[config.mk]
export PLATFORM = sky130hd
export DESIGN_NAME = spi_flash_responder
export DESIGN_NICKNAME = d
export VERILOG_FILES = /design/src/rtl/spi_flash_responder.sv
export SDC_FILE = /design/constraint.sdc
export NUM_CORES = 1
export LEC_CHECK = 0
export CORE_ASPECT_RATIO = 1.75
export CORE_UTILIZATION = 35
export DETAILED_ROUTE_END_ITERATION = 8
export HOLD_SLACK_MARGIN = 0.08
export PLACE_DENSITY = 0.54
export SLEW_MARGIN = 30
export SYNTH_ARGS = -nofsm -noshare
export SYNTH_HDL_FRONTEND = slang
export SYNTH_SLANG_ARGS = --single-unit
export TNS_END_PERCENT = 20
[constraint.sdc]
create_clock -name clock -period 3 [get_ports clock]
set_input_delay 0.6 -clock clock [delete_from_list [all_inputs] [get_ports clock]]
set_output_delay 0.6 -clock clock [all_outputs]
set_load 0.05 [all_outputs]
[src/rtl/spi_flash_responder.sv]
// Serial-NOR-flash lookalike: answers READ (0x03) and JEDEC-ID (0x9F) from a
// byte-wide memory port, oversampling the mode-0 SPI pins in the clock domain.
`timescale 1ns/1ps
module spi_flash_responder #(
    parameter logic [23:0] JEDEC_ID = 24'hEF4016,
    parameter int unsigned MEM_AW   = 24
) (
    input  logic              clock,
    input  logic              reset_n,
    input  logic              spi_csn,
    input  logic              spi_sclk,
    input  logic              spi_mosi,
    output logic              spi_miso,
    output logic              spi_miso_oe,
    output logic              mem_valid,
    output logic [MEM_AW-1:0] mem_addr,
    input  logic              mem_ready,
    input  logic [7:0]        mem_rdata,
    output logic              busy,
    output logic              underrun
);

    localparam int unsigned CNT_W = 5;
    localparam int unsigned RX_W  = 23;

    typedef enum logic [2:0] {
        ST_IDLE,
        ST_CMD,
        ST_ADDR,
        ST_DATA,
        ST_ID,
        ST_IGNORE
    } state_e;

    logic [1:0] csn_s_q, sclk_s_q, mosi_s_q;
    logic       csn_d_q, sclk_d_q;

    state_e              state_q, state_d;
    logic [CNT_W-1:0]    bit_cnt_q, bit_cnt_d;
    logic [RX_W-1:0]     rx_q, rx_d;
    logic [7:0]          tx_q, tx_d;
    logic [2:0]          tx_cnt_q, tx_cnt_d;
    logic [1:0]          id_idx_q, id_idx_d;
    logic [MEM_AW-1:0]   addr_q, addr_d;
    logic [7:0]          hold_q, hold_d;
    logic                hold_vld_q, hold_vld_d;
    logic                drop_q, drop_d;
    logic                mem_valid_q, mem_valid_d;
    logic [MEM_AW-1:0]   mem_addr_q, mem_addr_d;
    logic                miso_q, miso_d;
    logic                oe_q, oe_d;
    logic                busy_q, busy_d;
    logic                underrun_q, underrun_d;

    logic       csn_fall, csn_rise, sclk_rise, sclk_fall, mosi_bit;
    logic [7:0] cmd_c, byte_c;
    logic [23:0] addr_c;

    // Two-flop synchronizers plus one edge-detect stage per pin
    always_ff @(posedge clock or negedge reset_n) begin
        if (!reset_n) begin
            csn_s_q  <= 2'b11;
            csn_d_q  <= 1'b1;
            sclk_s_q <= 2'b00;
            sclk_d_q <= 1'b0;
            mosi_s_q <= 2'b00;
        end else begin
            csn_s_q  <= {csn_s_q[0], spi_csn};
            csn_d_q  <= csn_s_q[1];
            sclk_s_q <= {sclk_s_q[0], spi_sclk};
            sclk_d_q <= sclk_s_q[1];
            mosi_s_q <= {mosi_s_q[0], spi_mosi};
        end
    end

    assign csn_fall  =  csn_d_q  & ~csn_s_q[1];
    assign csn_rise  = ~csn_d_q  &  csn_s_q[1];
    assign sclk_rise = ~sclk_d_q &  sclk_s_q[1];
    assign sclk_fall =  sclk_d_q & ~sclk_s_q[1];
    assign mosi_bit  =  mosi_s_q[1];

    always_ff @(posedge clock or negedge reset_n) begin
        if (!reset_n) begin
            state_q     <= ST_IDLE;
            bit_cnt_q   <= '0;
            rx_q        <= '0;
            tx_q        <= '0;
            tx_cnt_q    <= '0;
            id_idx_q    <= '0;
            addr_q      <= '0;
            hold_q      <= '0;
            hold_vld_q  <= 1'b0;
            drop_q      <= 1'b0;
            mem_valid_q <= 1'b0;
            mem_addr_q  <= '0;
            miso_q      <= 1'b0;
            oe_q        <= 1'b0;
            busy_q      <= 1'b0;
            underrun_q  <= 1'b0;
        end else begin
            state_q     <= state_d;
            bit_cnt_q   <= bit_cnt_d;
            rx_q        <= rx_d;
            tx_q        <= tx_d;
            tx_cnt_q    <= tx_cnt_d;
            id_idx_q    <= id_idx_d;
            addr_q      <= addr_d;
            hold_q      <= hold_d;
            hold_vld_q  <= hold_vld_d;
            drop_q      <= drop_d;
            mem_valid_q <= mem_valid_d;
            mem_addr_q  <= mem_addr_d;
            miso_q      <= miso_d;
            oe_q        <= oe_d;
            busy_q      <= busy_d;
            underrun_q  <= underrun_d;
        end
    end

    always_comb begin
        state_d     = state_q;
        bit_cnt_d   = bit_cnt_q;
        rx_d        = rx_q;
        tx_d        = tx_q;
        tx_cnt_d    = tx_cnt_q;
        id_idx_d    = id_idx_q;
        addr_d      = addr_q;
        hold_d      = hold_q;
        hold_vld_d  = hold_vld_q;
        drop_d      = drop_q;
        mem_valid_d = mem_valid_q;
        mem_addr_d  = mem_addr_q;
        miso_d      = miso_q;
        underrun_d  = underrun_q;
        busy_d      = ~csn_s_q[1];
        cmd_c       = {rx_q[6:0], mosi_bit};
        addr_c      = {rx_q, mosi_bit};
        byte_c      = 8'h00;

        // Fetch completion fills the holding register unless it belongs to an aborted transaction
        if (mem_valid_q && mem_ready) begin
            mem_valid_d = 1'b0;
            drop_d      = 1'b0;
            if (state_q == ST_DATA && !drop_q) begin
                hold_d     = mem_rdata;
                hold_vld_d = 1'b1;
                addr_d     = addr_q + MEM_AW'(1);
            end
        end

        case (state_q)
            ST_IDLE: begin
                if (csn_fall) begin
                    state_d   = ST_CMD;
                    bit_cnt_d = '0;
                end
            end
            ST_CMD: begin
                if (sclk_rise) begin
                    rx_d      = {rx_q[RX_W-2:0], mosi_bit};
                    bit_cnt_d = bit_cnt_q + CNT_W'(1);
                    if (bit_cnt_q == CNT_W'(7)) begin
                        bit_cnt_d = '0;
                        tx_cnt_d  = '0;
                        id_idx_d  = '0;
                        case (cmd_c)
                            8'h03:   state_d = ST_ADDR;
                            8'h9F:   state_d = ST_ID;
                            default: state_d = ST_IGNORE;
                        endcase
                    end
                end
            end
            ST_ADDR: begin
                if (sclk_rise) begin
                    rx_d      = {rx_q[RX_W-2:0], mosi_bit};
                    bit_cnt_d = bit_cnt_q + CNT_W'(1);
                    if (bit_cnt_q == CNT_W'(23)) begin
                        state_d     = ST_DATA;
                        tx_cnt_d    = '0;
                        hold_vld_d  = 1'b0;
                        addr_d      = MEM_AW'(addr_c);
                        mem_addr_d  = MEM_AW'(addr_c);
                        mem_valid_d = 1'b1;
                    end
                end
            end
            ST_DATA, ST_ID: begin
                if (sclk_fall) begin
                    tx_cnt_d = tx_cnt_q + 3'd1;
                    if (tx_cnt_q == 3'd0) begin
                        // Byte boundary: pick the next byte, prefetch behind it in DATA
                        if (state_q == ST_ID) begin
                            case (id_idx_q)
                                2'd0:    byte_c = JEDEC_ID[23:16];
                                2'd1:    byte_c = JEDEC_ID[15:8];
                                2'd2:    byte_c = JEDEC_ID[7:0];
                                default: byte_c = 8'h00;
                            endcase
                            if (id_idx_q != 2'd3) begin
                                id_idx_d = id_idx_q + 2'd1;
                            end
                        end else if (hold_vld_q) begin
                            byte_c      = hold_q;
                            hold_vld_d  = 1'b0;
                            mem_valid_d = 1'b1;
                            mem_addr_d  = addr_q;
                        end else begin
                            byte_c     = 8'hFF;
                            underrun_d = 1'b1;
                        end
                        miso_d = byte_c[7];
                        tx_d   = {byte_c[6:0], 1'b0};
                    end else begin
                        miso_d = tx_q[7];
                        tx_d   = {tx_q[6:0], 1'b0};
                    end
                end
            end
            default: ;
        endcase

        // End of transaction wins over everything; a fetch still in flight is marked for discard
        if (csn_rise) begin
            state_d    = ST_IDLE;
            hold_vld_d = 1'b0;
            miso_d     = 1'b0;
            drop_d     = mem_valid_d;
        end

        oe_d = (state_d == ST_DATA) || (state_d == ST_ID);
    end

    assign spi_miso    = miso_q;
    assign spi_miso_oe = oe_q;
    assign mem_valid   = mem_valid_q;
    assign mem_addr    = mem_addr_q;
    assign busy        = busy_q;
    assign underrun    = underrun_q;

endmodule

* After elaboration in Yosys (flattened, before gate mapping) *
Index checks and enable logic that the tools add are counted.

operators by class
  $add $sub $neg = 4
  equality and inequality tests = 24
  muxes and demuxes = 66
  bitwise operators = 10
  reductions and logical operators = 25

operators by type and width
  operator                                                         count
  24-bit 2-to-1 mux                                                11
  24-bit one-hot mux with 2 select lines                           1
  3-bit 2-to-1 mux                                                 11
  24-bit by 1-bit adder with 24-bit output, second input constant  1
  8-bit 2-to-1 mux                                                 3
  2-bit inequality test, second input constant                     12
  8-bit one-hot mux with 3 select lines                            1
  1-bit 2-to-1 mux                                                 22
  5-bit 2-to-1 mux                                                 4
  3-bit one-hot mux with 3 select lines                            2
  5-bit one-hot mux with 3 select lines                            1
  7-bit AND reduction                                              2
  2-bit 2-to-1 mux                                                 6
  2-bit nonzero test                                               5
  3-bit by 2-bit == test with 1-bit output, second input constant  3
  8-bit by 2-bit == test with 1-bit output, second input constant  1
  8-bit == test, second input constant                             1
  2-bit AND reduction                                              4
  3-bit == test, second input constant                             2
  3-bit logical NOT                                                2
  1-bit NOT                                                        6
  3-bit one-hot mux with 2 select lines                            1
  6-bit AND reduction                                              1
  3-bit nonzero test                                               2
  18 further kinds                                                 24

word-level totals
  flip-flop bits (word level) = 115
  output and inout port bits = 29

* Depth between registers and ports, before layout *
  depth after elaboration = 10
  depth in mapped cells = 9

* Worst setup path after synthesis *
Ideal clock, no wire load.

  path type = register to register
  from = register mem_valid_q (netlist: mem_valid)
  to = register addr_q[23]
  data arrival time = 2.074 ns
  data required time = 2.875 ns
  slack = 0.801 ns
  cell stages (with the launch flop) = 7
  buffers on the path = 1
  period minus slack after synthesis = 2.199 ns
  cells stage by stage = dfrtp_1 > nand4b_4 > or4_4 > buf_6 > nor3b_1 > xor2_1 > mux2_2

on the way
  longest elaborated chain between the ends = 5

RTL lines
  what                    RTL line  source
  start, declared         48        logic mem_valid_q, mem_valid_d;
  start signal, assigned  111       mem_valid_q <= mem_valid_d;
  1-bit logical AND *     141       if (mem_valid_q && mem_ready) begin
  24-bit 2-to-1 mux *     141
  24-bit 2-to-1 mux       178       if (bit_cnt_q == CNT_W'(23)) begin
  24-bit 2-to-1 mux       175       if (sclk_rise) begin
  24-bit 2-to-1 mux *     151       case (state_q)
  net addr_d[23]          44        logic [MEM_AW-1:0] addr_q, addr_d;
  end signal, assigned    107       addr_q <= addr_d;
  end, declared           44

Mark *: on every way through the listed nets, which the timed path passes. The rest lies on a longest branch.
A chain may end at the register's enable or synchronous reset.

* Worst setup path in the final report *
  from = register state_q[1]
  to = register addr_q[19]

on the way
  longest elaborated chain between the ends = 7
  elaborated cells on any way between the ends = 8

RTL lines
  what                                      RTL line  source
  start, declared                           38        state_e state_q, state_d;
  start signal, assigned                    101       state_q <= state_d;
  3-bit by 2-bit == test with 1-bit output  144       if (state_q == ST_DATA && !drop_q) begin
  1-bit logical AND                         144
  24-bit 2-to-1 mux                         144
  24-bit 2-to-1 mux                         141
  24-bit 2-to-1 mux                         178
  24-bit 2-to-1 mux                         175
  24-bit 2-to-1 mux *                       151
  net addr_d[19]                            44

Marks and branches as above.

==> parameters.txt <==
Parameter                              Value

Floorplanning
  DIE AREA ... ~16000 um2
  Io pins ... 43
  Horizontal die dimension ... 96.4 um
  Core outline area ... approximately 15000 um2
  Cell Rows ... 60
  Overall die height ... between 150 and 200 um
  Effective utilization at floorplan ... 0.356

STA
  Fin crit share ... 0.790
  Total negative setup slack ... 0 ns
  Setup repair after global routing missed its margin ... no
  Fmax ... 422 MHz
  Actual transition at the worst max-transition pin ... approximately 0.64 ns
  Count of endpoints failing hold in the final timing report ... 0
  Slew Limit Headroom ... 0.574
  Max-slew violation count ... 0
  Minimum clock period after layout ... between 2 and 2.5 ns
  Number of setup violations in the final report ... 0
  Final worst clock skew ... 0.0117 ns

Global route
  Wire length of the first global-routing pass ... approximately 21000 um
  Largest net degree at the start of global routing ... between 40 and 50
  Number of antenna violations at the first check in global routing ... 0
  Global-route total usage across every layer ... 0.169
  Vias in the first global route ... between 4000 and 5000
  Total gr overflow ... 0

Power
  Overall power after layout ... roughly 4.0 mW
  Switching share of power ... 0.235
  Pwr Density ... roughly 600 nW/um2
  Static leakage ... just over 3 nW
  Combinational Power Share ... 0.080
  Maximum vdd ir drop ... ~0.26 mV
  Part of the power in the clock network ... 0.486
  Power spent charging and discharging nets ... roughly 950 uW
  Total internal power ... a little over 3 mW
  Register share of total power ... 0.434

Placement
  Placer congestion estimate ... slightly above 0.8
  Quantity of I/O buffers inserted on ports ... 42
  Detailed placement HPWL ... approximately 8700 um

Yosys
  Cell types with the largest area share after synthesis ... sky130_fd_sc_hd__dfrtp_1, sky130_fd_sc_hd__mux2_2, sky130_fd_sc_hd__nand2_1
  Fraction of synthesized cell area taken by the top area cell type ... 0.509
  Number of storage elements in the synthesis netlist ... around 110
  Post-synthesis instance area ... roughly 5500 um2
  Leading post-synthesis cells by instance count ... sky130_fd_sc_hd__dfrtp_1, sky130_fd_sc_hd__nand2_1, sky130_fd_sc_hd__o21ai_0, sky130_fd_sc_hd__mux2_2, sky130_fd_sc_hd__mux2i_1
  Syn Inst Count ... between 500 and 600
  Mean instance size in the synthesized netlist ... 10.5 um2
  YS warnings ... 0
  Post-synthesis async set-or-reset flop share ... 1.00
  Sequential-to-total area share from yosys stat ... 0.524
  Library cell with the largest summed area after synthesis ... sky130_fd_sc_hd__dfrtp_1
  Synth cell types ... 57
  Post-Syn Nets ... 541
  Commonest register cell after synthesis ... sky130_fd_sc_hd__dfrtp_1
  Number of enable-type register cells in the synthesized netlist ... 0
  Most instantiated library cell after synthesis ... sky130_fd_sc_hd__dfrtp_1

CTS
  Register clock-pin slew on the reported worst setup and hold paths ... 0.05 ns
  Post-CTS Hold Buffers ... 0
  H-tree level count ... 4
  Latest clock arrival within the worst-skew pair ... 0.41 ns
  Clock root buffer ... sky130_fd_sc_hd__clkbuf_16
  Number of buffers added by the clock tree synthesis step ... 17
  Clock Sinks ... 114
  Post CTS Setup Buffer Count ... 0
  Number of buffers on the longest clock path ... 2
  TritonCTS clock tree ... built
  Resize count post-CTS ... 0

Layout
  Layout cell share with drive strength beyond 1 ... 0.157
  Count of antenna diodes in the layout ... 0
  Layout overhead on the synthesized area ... 22.9%
  Nets ... between 500 and 600

Worst setup path
  Arrival @ worst endpoint ... between 2 and 3 ns
  Required time reported for the critical path endpoint ... between 3 and 4 ns
  Worst-path fanout max ... 18
  Number of cells traversed by the worst register-to-register path ... 5
  Slowest-stage cell, CP ... sky130_fd_sc_hd__dfrtp_1
  Type of the worst setup path ... flop to flop
  CP Launch Type ... flop
  Worst path cell trace ... nand2b_2, or4_4, nor4_1, xnor2_1, o21ai_2
  Crit end category ... flop
  Maximum single-stage delay on the critical path ... approximately 0.73 ns

Routing
  Wire length after detailed routing ... around 12000 um
  Detailed route wirelength on metal3 ... 411 um
  Iteration count of the initial detailed-routing pass ... 4
  Detail-routed net length per standard cell ... about 16 um
  Number of vias per cell ... around 5.2
  Via count ... between 3000 and 4000
  DRC violation total after the first TritonRoute iteration ... 160
  Topmost layer with routed signal wires ... met4
  Routed length on met2 ... roughly 6700 um
  Detailed-routing wirelength on met1 ... between 4000 and 5000 um
  Antenna Violating Nets Remaining ... 0
  Drt drc ... 0

Min path
  Worst min-delay path class ... input pin to asynchronous set/reset pin

Flow run
  Max-cap viol count ... 0

Run status
  Result of the run ... complete, no violations
[kinds of logic after synthesis]
kind of cell,synth area share
multiplexers,0.116
XOR/XNOR,0.0369
adder cells (fa/ha/maj),0.0184
AND/OR/NAND/NOR,0.164
AO/OA/AOI/OAI,0.111
flip-flops,0.524
buffers and inverters,0.0298
[critical path, delay by kind of cell, from the launching register on]
family | cells | cell delay [ns]
AOI/OAI and AO/OA | 1 | 0.06
DFF | 1 | 0.73
xor gates and xnor gates | 1 | 0.18
and+or+nand+nor | 3 | 1.27
[worst paths after layout]
check                            startpoint     endpoint  slack (ns)
worst min-delay path                reset_n         busy        0.21
worst min register to register  sclk_s_q[0]  sclk_s_q[1]        0.35
worst max register to register   state_q[1]   addr_q[19]        0.63
min in group clock              sclk_s_q[0]  sclk_s_q[1]        0.35
worst max-delay path             state_q[1]   addr_q[19]        0.63
max in group asynchronous           reset_n    hold_q[1]        1.98
[cell usage in the layout (no fill, tap or decap), types with 4 or more instances in the layout]
cell type	count
sky130_fd_sc_hd__mux2_2	33
sky130_fd_sc_hd__nor2b_1	6
sky130_fd_sc_hd__clkbuf_16	17
sky130_fd_sc_hd__nand2_1	86
sky130_fd_sc_hd__and4_1	4
sky130_fd_sc_hd__buf_4	13
sky130_fd_sc_hd__clkdlybuf4s50_1	41
sky130_fd_sc_hd__clkinv_2	4
sky130_fd_sc_hd__nor2_1	18
sky130_fd_sc_hd__o211ai_1	5
sky130_fd_sc_hd__ha_1	8
sky130_fd_sc_hd__mux2i_1	26
sky130_fd_sc_hd__a31oi_1	6
sky130_fd_sc_hd__o21ai_0	53
sky130_fd_sc_hd__dfrtp_1	111
sky130_fd_sc_hd__nor3_1	10
sky130_fd_sc_hd__o21ai_2	4
sky130_fd_sc_hd__xnor2_1	12
sky130_fd_sc_hd__a21oi_1	7
sky130_fd_sc_hd__clkbuf_1	8
sky130_fd_sc_hd__nor4_1	9
sky130_fd_sc_hd__nand4_1	6
sky130_fd_sc_hd__nand3_1	14
sky130_fd_sc_hd__xor2_1	11
sky130_fd_sc_hd__inv_1	10
sky130_fd_sc_hd__nand2b_1	9
[power by group through the flow]
stage	combinational (mW)	clock (mW)	sequential, mW
final	0.322	1.96	1.75
after global routing	0.362	2.08	1.77
after CTS	0.330	2.02	1.75
after detailed placement	0.328	0	1.77
after global placement	0.318	0	1.77
after floorplan	0.222	0	1.74
[area by class of cell]
type,count,area (um2)
inverter,10,37.5
fill,1477,8610
tap,186,233
sequential,114,2860
multi-input combinational,369,2460
timing repair buffer,56,548
clock buffer,25,455
clock inverter,7,110
[flip-flops by register name (all words and copies together), names as in the netlist, 2 cells and up]
name / flops
state_q: 3
mosi_s_q: 2
bit_cnt_q: 5
sclk_s_q: 2
id_idx_q: 2
tx_cnt_q: 3
csn_s_q: 2
mem_addr: 24
hold_q: 8
tx_q: 7
rx_q: 23
addr_q: 24
[routing by layer]
| layer | GRT usage | vias to the layer above |
|---|---|---|
| li1 | - | 1926 |
| met1 | 0.186 | 1972 |
| met2 | 0.302 | 73 |
| met3 | 0.0386 | 22 |
| met4 | 0.0697 | 0 |
| met5 | 0 | - |
[metrics by stage]
stage          worst slack [ns]  cells  hold slack (ns)  area (um2)   util
2_1_floorplan             0.801    519            0.304        5450      -
3_3_place_gp              0.345    735            0.339        6140  0.401
3_5_place_dp              0.324    735            0.343        6140  0.401
4_1_cts                   0.657    767            0.215        6700  0.438
5_1_grt                   0.458    767            0.251        6700  0.438
6_report                  0.630    767            0.206        6700  0.438
No activity file was read; power rests on OpenSTA's default activity.
